--- src/rtl/event_counter_frame_bank_pkg.sv ---
// Shared definitions for the event counter frame bank.
//   FRAME_HDR     : first byte of every frame
//   pack_state_e  : packer FSM states
//   frame_bytes() : total frame length in bytes (header + seq + all counts)
package event_counter_frame_bank_pkg;

   localparam logic [7:0] FRAME_HDR = 8'hA5;

   typedef enum logic [2:0] {
      IDLE,
      CHECK,
      HDR,
      SEQ,
      DATA
   } pack_state_e;

   function automatic int frame_bytes(input int n_ch, input int cnt_w);
      return 2 + n_ch * cnt_w / 8;
   endfunction

endpackage

--- src/rtl/event_counter_frame_bank_sync_byte_fifo.sv ---
// Single-clock first-word-fall-through byte FIFO.
//   clk, rst          : clock, asynchronous active-high reset
//   wr_en, wr_data    : push port (ignored when full)
//   rd_ready          : consumer takes rd_data when rd_valid is high
//   rd_data, rd_valid : head byte and its valid flag
//   level             : current occupancy in bytes (0..DEPTH)
module sync_byte_fifo #(
   parameter int DEPTH = 64
) (
   input  logic                   clk,
   input  logic                   rst,
   input  logic                   wr_en,
   input  logic [7:0]             wr_data,
   input  logic                   rd_ready,
   output logic [7:0]             rd_data,
   output logic                   rd_valid,
   output logic [$clog2(DEPTH):0] level
);

   localparam int AW = $clog2(DEPTH);

   logic [7:0]  mem [DEPTH];
   logic [AW:0] wr_ptr_reg;
   logic [AW:0] rd_ptr_reg;
   logic        full;
   logic        empty;
   logic        do_write;
   logic        do_read;

   // Pointers carry one extra wrap bit: equal pointers mean empty, equal
   // addresses with differing wrap bits mean full.
   assign empty    = (wr_ptr_reg == rd_ptr_reg);
   assign full     = (wr_ptr_reg[AW] != rd_ptr_reg[AW]) &&
                     (wr_ptr_reg[AW-1:0] == rd_ptr_reg[AW-1:0]);
   assign do_write = wr_en && !full;
   assign do_read  = rd_ready && !empty;

   always_ff @(posedge clk) begin
      if (do_write) begin
         mem[wr_ptr_reg[AW-1:0]] <= wr_data;
      end
   end

   always_ff @(posedge clk or posedge rst) begin
      if (rst) begin
         wr_ptr_reg <= '0;
         rd_ptr_reg <= '0;
      end else begin
         if (do_write) wr_ptr_reg <= wr_ptr_reg + 1'b1;
         if (do_read)  rd_ptr_reg <= rd_ptr_reg + 1'b1;
      end
   end

   // Asynchronous read keeps the head byte visible the cycle after it is
   // written; the slot under rd_ptr is never overwritten while it is valid.
   assign rd_data  = mem[rd_ptr_reg[AW-1:0]];
   assign rd_valid = !empty;
   assign level    = wr_ptr_reg - rd_ptr_reg;

endmodule

--- src/rtl/event_counter_frame_bank.sv ---
// Multi-channel event counter with windowed snapshots packed into byte frames.
//   clk, rst     : clock, asynchronous active-high reset
//   en           : counting / window enable
//   clear_i      : synchronous clear of counters, window and sat flags
//   event_i      : per-channel event strobes
//   tx_data_o    : FIFO head byte; tx_valid_o flags it; tx_ready_i pops it
//   sat_o        : sticky per-channel saturation flags
//   overflow_o   : sticky, set when a frame is dropped for lack of space
//   fifo_level_o : FIFO occupancy in bytes
// Frame layout: 0xA5, seq, then channel 0..N_CH-1 counts, MSB byte first.
module event_counter_frame_bank
   import event_counter_frame_bank_pkg::*;
#(
   parameter int N_CH       = 8,
   parameter int CNT_W      = 16,
   parameter int WINDOW     = 1024,
   parameter int FIFO_DEPTH = 64
) (
   input  logic                        clk,
   input  logic                        rst,
   input  logic                        en,
   input  logic                        clear_i,
   input  logic [N_CH-1:0]             event_i,
   output logic [7:0]                  tx_data_o,
   output logic                        tx_valid_o,
   input  logic                        tx_ready_i,
   output logic [N_CH-1:0]             sat_o,
   output logic                        overflow_o,
   output logic [$clog2(FIFO_DEPTH):0] fifo_level_o
);

   localparam int FRAME_BYTES = frame_bytes(N_CH, CNT_W);
   localparam int DATA_BYTES  = N_CH * CNT_W / 8;
   localparam int TOT_W       = N_CH * CNT_W;
   localparam int WIN_W       = $clog2(WINDOW);
   localparam int IDX_W       = (DATA_BYTES > 1) ? $clog2(DATA_BYTES) : 1;
   localparam int SLOTS       = 2 ** IDX_W;

   // ---------------- window ----------------
   logic [WIN_W-1:0] win_cnt_reg;
   logic             win_end;

   // clear_i outranks the window end, so a clear on the last cycle drops it.
   assign win_end = en && !clear_i && (win_cnt_reg == WIN_W'(WINDOW - 1));

   always_ff @(posedge clk or posedge rst) begin
      if (rst) begin
         win_cnt_reg <= '0;
      end else if (clear_i) begin
         win_cnt_reg <= '0;
      end else if (en) begin
         win_cnt_reg <= win_end ? '0 : win_cnt_reg + 1'b1;
      end
   end

   // ---------------- counters and shadows ----------------
   logic [TOT_W-1:0] shadow_flat;

   generate
      for (genvar gi = 0; gi < N_CH; gi++) begin : g_ch
         logic [CNT_W-1:0] cnt_reg;
         logic [CNT_W-1:0] shadow_reg;
         logic [CNT_W-1:0] cnt_inc;
         logic             sat_reg;
         logic             at_max;

         assign at_max  = &cnt_reg;
         assign cnt_inc = (event_i[gi] && !at_max) ? cnt_reg + CNT_W'(1) : cnt_reg;

         always_ff @(posedge clk or posedge rst) begin
            if (rst) begin
               cnt_reg    <= '0;
               shadow_reg <= '0;
               sat_reg    <= 1'b0;
            end else if (clear_i) begin
               cnt_reg <= '0;
               sat_reg <= 1'b0;
            end else if (en) begin
               if (event_i[gi] && at_max) sat_reg <= 1'b1;
               // The snapshot takes the incremented value so the final
               // cycle's event lands in this window, not the next.
               if (win_end) begin
                  shadow_reg <= cnt_inc;
                  cnt_reg    <= '0;
               end else begin
                  cnt_reg <= cnt_inc;
               end
            end
         end

         assign sat_o[gi] = sat_reg;
         // Channel 0 occupies the top bits so bytes emerge in frame order.
         assign shadow_flat[TOT_W-1-gi*CNT_W -: CNT_W] = shadow_reg;
      end

      // Byte view of the snapshot; padding slots are never selected.
      logic [7:0] data_byte_arr [SLOTS];
      for (genvar gi = 0; gi < SLOTS; gi++) begin : g_byte
         if (gi < DATA_BYTES) begin : g_used
            assign data_byte_arr[gi] = shadow_flat[TOT_W-1-8*gi -: 8];
         end else begin : g_pad
            assign data_byte_arr[gi] = 8'h00;
         end
      end
   endgenerate

   // ---------------- packer ----------------
   pack_state_e                 state_reg;
   pack_state_e                 state_next;
   logic                        snap_pend_reg;
   logic [7:0]                  seq_reg;
   logic                        overflow_reg;
   logic [IDX_W-1:0]            byte_idx_reg;
   logic                        push;
   logic [7:0]                  push_byte;
   logic                        frame_fits;
   logic                        last_byte;
   logic [$clog2(FIFO_DEPTH):0] fifo_level;

   // Level can only fall between this check and the last push, so a frame
   // that fits here is written in full.
   assign frame_fits = (FIFO_DEPTH - int'(fifo_level)) >= FRAME_BYTES;
   assign last_byte  = (byte_idx_reg == IDX_W'(DATA_BYTES - 1));

   always_ff @(posedge clk or posedge rst) begin
      if (rst) state_reg <= IDLE;
      else     state_reg <= state_next;
   end

   always_comb begin
      state_next = state_reg;
      push       = 1'b0;
      push_byte  = FRAME_HDR;
      case (state_reg)
         IDLE:  if (snap_pend_reg) state_next = CHECK;
         CHECK: state_next = frame_fits ? HDR : IDLE;
         HDR: begin
            push       = 1'b1;
            push_byte  = FRAME_HDR;
            state_next = SEQ;
         end
         SEQ: begin
            push       = 1'b1;
            push_byte  = seq_reg;
            state_next = DATA;
         end
         DATA: begin
            push      = 1'b1;
            push_byte = data_byte_arr[byte_idx_reg];
            if (last_byte) state_next = IDLE;
         end
         default: state_next = IDLE;
      endcase
   end

   always_ff @(posedge clk or posedge rst) begin
      if (rst) begin
         snap_pend_reg <= 1'b0;
         seq_reg       <= '0;
         overflow_reg  <= 1'b0;
         byte_idx_reg  <= '0;
      end else begin
         if (win_end)
            snap_pend_reg <= 1'b1;
         else if (state_reg == IDLE && snap_pend_reg)
            snap_pend_reg <= 1'b0;

         // A dropped frame still burns a sequence number.
         if ((state_reg == CHECK && !frame_fits) || state_reg == SEQ)
            seq_reg <= seq_reg + 1'b1;

         if (state_reg == CHECK && !frame_fits)
            overflow_reg <= 1'b1;

         if (state_reg == SEQ)
            byte_idx_reg <= '0;
         else if (state_reg == DATA)
            byte_idx_reg <= byte_idx_reg + 1'b1;
      end
   end

   assign overflow_o   = overflow_reg;
   assign fifo_level_o = fifo_level;

   sync_byte_fifo #(
      .DEPTH (FIFO_DEPTH)
   ) u_fifo (
      .clk      (clk),
      .rst      (rst),
      .wr_en    (push),
      .wr_data  (push_byte),
      .rd_ready (tx_ready_i),
      .rd_data  (tx_data_o),
      .rd_valid (tx_valid_o),
      .level    (fifo_level)
   );

endmodule
--- config.mk ---
export PLATFORM = sky130hd
export DESIGN_NAME = event_counter_frame_bank
export DESIGN_NICKNAME = d
export VERILOG_FILES = /design/src/rtl/event_counter_frame_bank_pkg.sv /design/src/rtl/event_counter_frame_bank_sync_byte_fifo.sv /design/src/rtl/event_counter_frame_bank.sv
export SDC_FILE = /design/constraint.sdc
export NUM_CORES = 1
export LEC_CHECK = 0
export CAP_MARGIN = 40
export CELL_PAD_IN_SITES_DETAIL_PLACEMENT = 0
export CELL_PAD_IN_SITES_GLOBAL_PLACEMENT = 1
export CORE_ASPECT_RATIO = 0.7
export CORE_MARGIN = 1.5
export CORE_UTILIZATION = 50
export CTS_CLUSTER_SIZE = 20
export DETAILED_ROUTE_END_ITERATION = 10
export DONT_BUFFER_PORTS = 1
export GPL_TIMING_DRIVEN = 0
export PLACE_DENSITY = 0.79
export SYNTH_ARGS = -nofsm -noshare
export SYNTH_HDL_FRONTEND = slang
export SYNTH_SLANG_ARGS = --single-unit
--- constraint.sdc ---
create_clock -name clk -period 34.9 [get_ports clk]
set_input_delay 10.47 -clock clk [delete_from_list [all_inputs] [get_ports clk]]
set_output_delay 10.47 -clock clk [all_outputs]
set_load 0.1 [all_outputs]
# Yosys cells after proc, flatten, opt, wreduce, memory -nomap -nowiden
# Memories as Yosys holds them, arrays and structs flattened.
# Cells that the tools add are included.
# word_totals
register_bits,305
latch_bits,0
ramBits,512
rom_bits,0
elab_cells,204
memories,1
# op_classes
add_sub_neg,15
mul,0
div,0
order_cmp,2
eq_ne,11
shift,0
mux,74
n_bitwise,2
reduce_logical,67
# memory_table
memory,depth,width,read_ports,rd_ports_with_merged_regs,write_ports,line,rtl
u_fifo.mem,64,8,1,0,1,event_counter_frame_bank_sync_byte_fifo.sv:22,logic [7:0] mem [DEPTH];
# ops
op,n
$mux W16,32
$add A16 B1 Y16 const B,8
$reduce_and A16 Y1,8
$bmux W8 S4,1
$mux W10,3
$mux W1,29
$logic_and A1 B1 Y1,23
$reduce_bool A2 Y1,11
$reduce_and A2 Y1,9
$mux W8,2
$pmux W8 S2,1
$pmux W3 S5,1
$add A7 B1 Y7 const B,2
$logic_not A1 Y1,12
$add A10 B1 Y10 const B,1
$eq A10 B10 Y1 const B,1
$add A8 B1 Y8 const B,1
$ge A8 B6 Y1 const B,1
$mux W4,2
$sub A7 B7 Y8 const A,1
$eq A7 B7 Y1,1
$sub A7 B7 Y7,1
$eq A3 B2 Y1 const B,2
$eq A6 B6 Y1,1
15 further kinds,17

# Longest topological paths before layout
# Gate-level depths: netlist (run 1).
# depth
word_depth,7
mapped_depth,15

# By module
# A second synthesis (run 1) with hierarchy kept.
# hier_totals
cells_unflattened,2818
area_unflattened_um2,36563.8
# modules_own_cells
module,n_inst,cells_per_inst,area_per_inst_um2,seq_area_each_um2
sync_byte_fifo,1,1150,20955.1,15725.1
event_counter_frame_bank,1,1668,15608.7,7282.0

# Least setup slack after synthesis (run 1)
# No wires, ideal clock.
# synth_path
path_kind,flip-flop to output port
from,reg u_fifo.rd_ptr_reg[2]
to,out fifo_level_o[5]
arrival_time_ns,3.828
required_time_ns,24.430
path_slack_ns,20.602
stages_incl_launch_ff,12
path_buffers,4
cell_sequence,dfrtp_1 clkbuf_1 buf_2 buf_2 buf_1 inv_1 ha_1 o21ai_0 a21oi_1 o21a_1 nor2_1 xnor2_1
# synth_between
elab_chain_cells,1
# synth_rtl
item,line,rtl
"start, declared",event_counter_frame_bank_sync_byte_fifo.sv:24,logic [AW:0] rd_ptr_reg;
"start signal, assigned",event_counter_frame_bank_sync_byte_fifo.sv:50,if (do_read) rd_ptr_reg <= rd_ptr_reg + 1'b1;
$sub A7 B7 Y7,event_counter_frame_bank_sync_byte_fifo.sv:58,assign level = wr_ptr_reg - rd_ptr_reg;
"end, declared",event_counter_frame_bank.sv:29,output logic [$clog2(FIFO_DEPTH):0] fifo_level_o
# No other way between the ends.

# Final worst setup path (run 1)
# Ends and elaborated chain as after synthesis.

==> results of run 1 <==
[final cells by class]
class,count,area [µm²],area share (%)
antenna,2,5.00,0.0123
buffer,158,668,1.65
clock buffer,112,2200,5.43
clock inverter,28,290,0.715
inverter,18,75.1,0.185
multi-input combinational,1570,12300,30.2
sequential,817,23000,56.7
tap,954,1190,2.94
timing repair buffer,48,890,2.19
[cells by family after synthesis]
| family | count (synthesis) | synth area share, % |
|---|---|---|
| AO/OA/AOI/OAI | 473 | 7.63 |
| XOR/XNOR | 144 | 3.51 |
| adder cells (fa/ha/maj) | 22 | 0.787 |
| buffers and inverters | 176 | 2.05 |
| flip-flops | 817 | 64.0 |
| multiplexers | 211 | 12.9 |
| AND/OR/NAND/NOR | 720 | 9.06 |
[worst max-delay path, delay by kind of cell, from the launching register on]
| family | cells | cell delay [ns] |
|---|---|---|
| xor gates and xnor gates | 1 | 0.20 |
| AOI/OAI and AO/OA | 3 | 0.53 |
| and+or+nand+nor | 1 | 0.16 |
| buffers and inverters | 6 | 2.30 |
| adders and majority gates | 1 | 0.43 |
| DFF | 1 | 0.32 |
[worst max path at each step]
stage | cells past startpoint | slack [ns] | startpoint | to
6_report | 12 | 19.84 | u_fifo.rd_ptr_reg[2] | fifo_level_o[5]
5_1_grt | 12 | 19.54 | u_fifo.rd_ptr_reg[2] | fifo_level_o[5]
3_5_place_dp | 12 | 20.52 | u_fifo.rd_ptr_reg[2] | fifo_level_o[5]
3_3_place_gp | 1 | 12.39 | rst | g_ch[6].cnt_reg[10]
4_1_cts | 12 | 19.83 | u_fifo.rd_ptr_reg[2] | fifo_level_o[5]
2_1_floorplan | 1 | 16.00 | rst | byte_idx_reg[0]
[cells in the mapped netlist (all sizes together) (21+ instances only)]
| master | number | share of area (%) |
|---|---|---|
| xor2 | 75 | 1.8 |
| a21oi | 44 | 0.61 |
| edfxtp | 512 | 43 |
| nand4 | 32 | 0.60 |
| dfrtp | 305 | 21 |
| xnor2 | 69 | 1.7 |
| mux4 | 202 | 13 |
| a31oi | 22 | 0.38 |
| buf | 44 | 0.67 |
| nand3 | 47 | 0.67 |
| and3 | 41 | 0.73 |
| nor2 | 135 | 1.5 |
| ha | 21 | 0.73 |
| clkbuf | 114 | 1.2 |
| o31ai | 58 | 1.2 |
| nand2 | 386 | 4.0 |
| o21ai | 299 | 4.2 |
[metrics by stage]
step	hold slack, ns	worst slack (ns)	total power, mW
3_3_place_gp	0.457	12.39	1.81
5_1_grt	0.506	19.54	2.87
3_5_place_dp	0.469	20.52	1.95
6_report	0.480	19.84	2.78
4_1_cts	0.483	19.83	2.79
2_1_floorplan	0.442	16.00	1.63
[power groups by stage]
stage               Clock [mW]  Combinational (mW)  Sequential (mW)
finish                   0.846               0.860             1.08
CTS                      0.855               0.858             1.08
global placement             0               0.705             1.10
global route             0.891               0.898             1.08
detailed placement           0               0.855             1.10
floorplan                    0               0.534             1.10
[cells in the final DEF (no fill, tap or decap), types with 15 or more instances in the layout]
| master | instances |
|---|---|
| o31ai_1 | 58 |
| a21oi_1 | 43 |
| nand2_1 | 386 |
| and3_1 | 40 |
| xnor2_1 | 66 |
| xor2_1 | 73 |
| mux4_2 | 202 |
| buf_2 | 29 |
| buf_16 | 17 |
| clkbuf_16 | 81 |
| nand3_1 | 46 |
| dfrtp_1 | 305 |
| and4_1 | 15 |
| o21ai_0 | 290 |
| a31oi_1 | 16 |
| edfxtp_1 | 512 |
| clkbuf_1 | 139 |
| nand4_1 | 31 |
| ha_1 | 21 |
| nor2_1 | 133 |
[routing by layer]
metal  wire (µm)  share of wire (%)  vias to the layer above
li1            -                  -                     9910
met1       44300                 46                    12000
met2       40800                 42                     1195
met3       10600                 11                      134
met4        1610                1.7                        2
met5          13              0.013                        -
==> results.toml, run 1 <==
[worst_hold_path]
holdPathEnd = "g_ch[5].shadow_reg[9]"
hp-class = "register to register"
worstHoldPathCells = 2
hp-start = "g_ch[5].shadow_reg[9]"

[die]
die_area_um2 = 73500
die_x_um = 323
ios = 38
row_count = 81
fp.coreArea_um2 = 70400
fp.dieH_um = 227
start_util_pct = 51.0

[placement]
dp_cells = 3564
dp_hpwl_um = 68300
numPortBuffers = 0
place.gp.congestion = 0.953
placed_area_um2 = 38100

[critical_path]
rr_startpoint = "u_fifo.rd_ptr_reg[2]"
crit_fanout = 10
worstPathArrival_ns = 4.59
critPathCaptureType = "output pin"
r2r_setup_slack_ns = 29.51
reg2reg_depth = 14
cp_slowest_cell = "buf_1"
critPathMostFrequentCell = "buf_2"
max_stage_delay_ns = 0.69
crit_chain = "clkbuf_1 > buf_2 > buf_2 > buf_1 > inv_1 > ha_1 > o21ai_0 > a21oi_1 > o21a_1 > nor2_1 > xnor2_2 > buf_16"
start_kind = "register"
required_ns = 24.43
path_class = "register to output pin"
r2r_end = "u_fifo.mem[38][6]"

[grt]
overflow = 0
grt.total_usage_pct = 27.1
use_met3_pct = 6.74
grt_pass1_wl_um = 145000
antenna_found_initial = 3
grt_max_degree = 109
top_usage_layer = "met1"
use_met1_pct = 43.7
grtUsageMet2_pct = 36.9
grt_pass1_vias = 22400

[final_layout]
syn_to_final_growth_pct = 13.0
instances_no_fill = 3707
stdcell_area_um2 = 40600
utilization_pct = 57.6
layout.nets = 2726
largest_reg_flops = 512
nFillCells = 5441
drive_above_1_share_pct = 15.9

[synth]
syn_avg_cell_area_um2 = 14.0
async_flop_share_pct = 37.3
synth_area_um2 = 35900
synth_edf_count = 512
yosysWarningCount = 0
synthesis.nets = 2598
ys_seq_elements = 817
synth_cells = 2563
yosysSeqAreaShare_pct = 64.0
ys_types = 63
ys.flop_type = "edfxtp_1"

[run_status]
outcome = "finished clean"

[power]
p_clk_share_pct = 30.4
internal_power_mw = 1.87
vdd_ir_drop_max_v = 0.000116
power_switching_mw = 0.917
p_per_area_nw_per_um2 = 68.6
power.share.switching_pct = 32.9
combPwrFrac_pct = 30.9
leakage_nw = 14.8
power_frac_seq_pct = 38.7

[cts]
cts_setup_buffers = 0
clkLatencyLatePin_ns = 0.64
htreeDepth = 3
cts_made_buffers = 78
hold_buffers = 0
post_cts_resized = 0
cts-root-buf = "clkbuf_16"
cts_tree = "yes"
cts_sinks = 817
clk_pin_slew_ns = 0.06
clock_path_buffers = 3

[timing]
finalCritPeriodShare_pct = 43.1
setup_viol = 0
finalMaxSlewViolations = 0
finalHoldViolations = 0
fin_skew_ns = 0.0200
rsz0062_at_grt = "no"
min_period_ns = 15.06
final.setup.tns_ns = 0
max_slew_margin_pct = 34.7
fmax_mhz = 66.4
tightest_slew_ns = 0.980

[detailed_routing]
wire_per_inst_um = 26.2
num_vias = 23200
first_iter_violations = 2767
routed_wl_um = 97300
routed_via_density = 6.27
dr.pass1.iters = 6
detail-route-antenna-nets = 0
drc = 0

[flow_run]
maxCapViolCount = 0
Power figures use the tool's default switching activity.
==> run 2, diff against run 1 <==
CORE_UTILIZATION = 49   (was 50)
PLACE_DENSITY = 0.8   (was 0.79)
clock period = 12.39 ns   (was 34.9 ns; I/O delays follow)
==> results.toml, run 2 (same netlist as run 1, synthesis figures left out) <==
[critical_path]
rr_startpoint = "u_fifo.rd_ptr_reg[2]"
path_class = "register to output pin"
required_ns = 8.67
crit_fanout = 10
critPathCaptureType = "output pin"
r2r_end = "u_fifo.mem[3][5]"
start_kind = "register"
r2r_setup_slack_ns = 6.93
reg2reg_depth = 11
worstPathArrival_ns = 4.64

[detailed_routing]
first_iter_violations = 3262
drc = 0
dr.pass1.iters = 5
detail-route-antenna-nets = 0
routed_wl_um = 97200
routed_via_density = 6.24
wire_per_inst_um = 26.1
num_vias = 23200

[placement]
numPortBuffers = 0
dp_hpwl_um = 67100
dpl_worst_slack_ns = 4.79
place.gp.congestion = 0.899
dp_cells = 3569

[timing]
min_period_ns = 8.36
finalCritPeriodShare_pct = 67.5
setup_viol = 0
final.setup.tns_ns = 0
fmax_mhz = 120
rsz0062_at_grt = "no"
fin_skew_ns = 0.0374
setup_ws_ns = 4.03
max_slew_margin_pct = 33.5
finalMaxSlewViolations = 0
timing.hold.ws_ns = 0.479
finalHoldViolations = 0
tightest_slew_ns = 0.993

[cts]
cts_sinks = 817
hold_buffers = 0
clk_pin_slew_ns = 0.06
cts_setup_buffers = 0
cts-root-buf = "clkbuf_16"
cts_tree = "yes"
clkLatencyLatePin_ns = 0.65
post_cts_resized = 0
htreeDepth = 3
cts_made_buffers = 80
clock_path_buffers = 3

[final_layout]
diodes = 0
syn_to_final_growth_pct = 13.6
instances_no_fill = 3717
drive_above_1_share_pct = 16.4
mostFrequentLayoutCells = "512 x edfxtp_1, 386 x nand2_1, 305 x dfrtp_1, 290 x o21ai_0, 202 x mux4_2"
utilization_pct = 56.7
largest_reg_flops = 512
layout.nets = 2721
final_common_cell = "edfxtp_1"

[grt]
grt_max_degree = 112
grt.total_usage_pct = 26.3
grt_pass1_wl_um = 146000
overflow = 0
grt_pass1_vias = 22400
antenna_found_initial = 0

[flow_run]
maxCapViolCount = 0

[die]
ios = 38
die_x_um = 327
start_util_pct = 49.9
die_area_um2 = 75000
fp.dieH_um = 230
row_count = 82
fp.coreArea_um2 = 72000

[worst_hold_path]
holdPathEnd = "g_ch[5].shadow_reg[10]"
hp-start = "g_ch[5].shadow_reg[10]"
hp-class = "register to register"
worstHoldPathCells = 2

[power]
leakage_nw = 14.9
p_per_area_nw_per_um2 = 197
vdd_ir_drop_max_v = 0.000296

[run_status]
outcome = "finished clean"
-- run 2: cell types whose count changed in the layout (fill, tap and decap cells not counted), sizes merged --
cell / before / now
clkinv: 21 / 24
inv: 19 / 20
clkinvlp: 1 / 5
buf: 92 / 85
bufinv: 5 / 12
clkbuf: 226 / 218
diode: 2 / 0
-- run 2: per-stage QoR --
step | total power, mW | cell area, µm²
2_1_floorplan | 4.60 | 35900
3_3_place_gp | 5.09 | 37100
3_5_place_dp | 5.46 | 38000
4_1_cts | 8.03 | 40800
5_1_grt | 8.27 | 40800
6_report | 8.02 | 40800
-- run 2: power breakdown --
part	leakage [nW]	switching, mW	internal (mW)
registers	9.26	0.0400	3.00
clock network	1.35	1.08	1.52
logic	4.26	1.50	0.889
total	14.9	2.62	5.41
-- run 2: per-layer routing --
metal  wire, µm  up-vias  track usage, %
met5          0        -               0
met4       1670        0            5.82
met3      11700      131            7.47
met2      40500     1246            35.6
met1      43300    11900            41.8
li1           -     9929               -
-- run 2: final cells by class --
type,instances,area (µm²)
buffer,158,668
tap,966,1210
sequential,817,23000
clock inverter,43,578
multi-input combinational,1570,12300
inverter,18,75.1
clock buffer,104,2210
timing repair buffer,41,788
fill,5565,31200
-- run 2: how the worst max path moves through the flow --
stage,startpoint,to,slack [ns],cells after the start
after floorplan,rst,byte_idx_reg[0],0.24,1
after global placement,rst,g_ch[5].cnt_reg[3],-3.51,1
after detailed placement,u_fifo.rd_ptr_reg[1],fifo_level_o[6],4.79,11
after CTS,u_fifo.rd_ptr_reg[2],fifo_level_o[6],4.10,11
after global routing,u_fifo.rd_ptr_reg[2],fifo_level_o[6],3.84,11
final,u_fifo.rd_ptr_reg[2],fifo_level_o[6],4.03,11
-- run 2: critical path: stages (launching register included) --
cell and delay (ns):
dfrtp_1 0.33, clkbuf_1 0.52, buf_2 0.43, buf_2 0.39
buf_1 0.66, inv_1 0.15, ha_1 0.43, a211oi_1 0.26
o21bai_1 0.10, a21oi_1 0.24, xnor2_2 0.24, buf_16 0.23
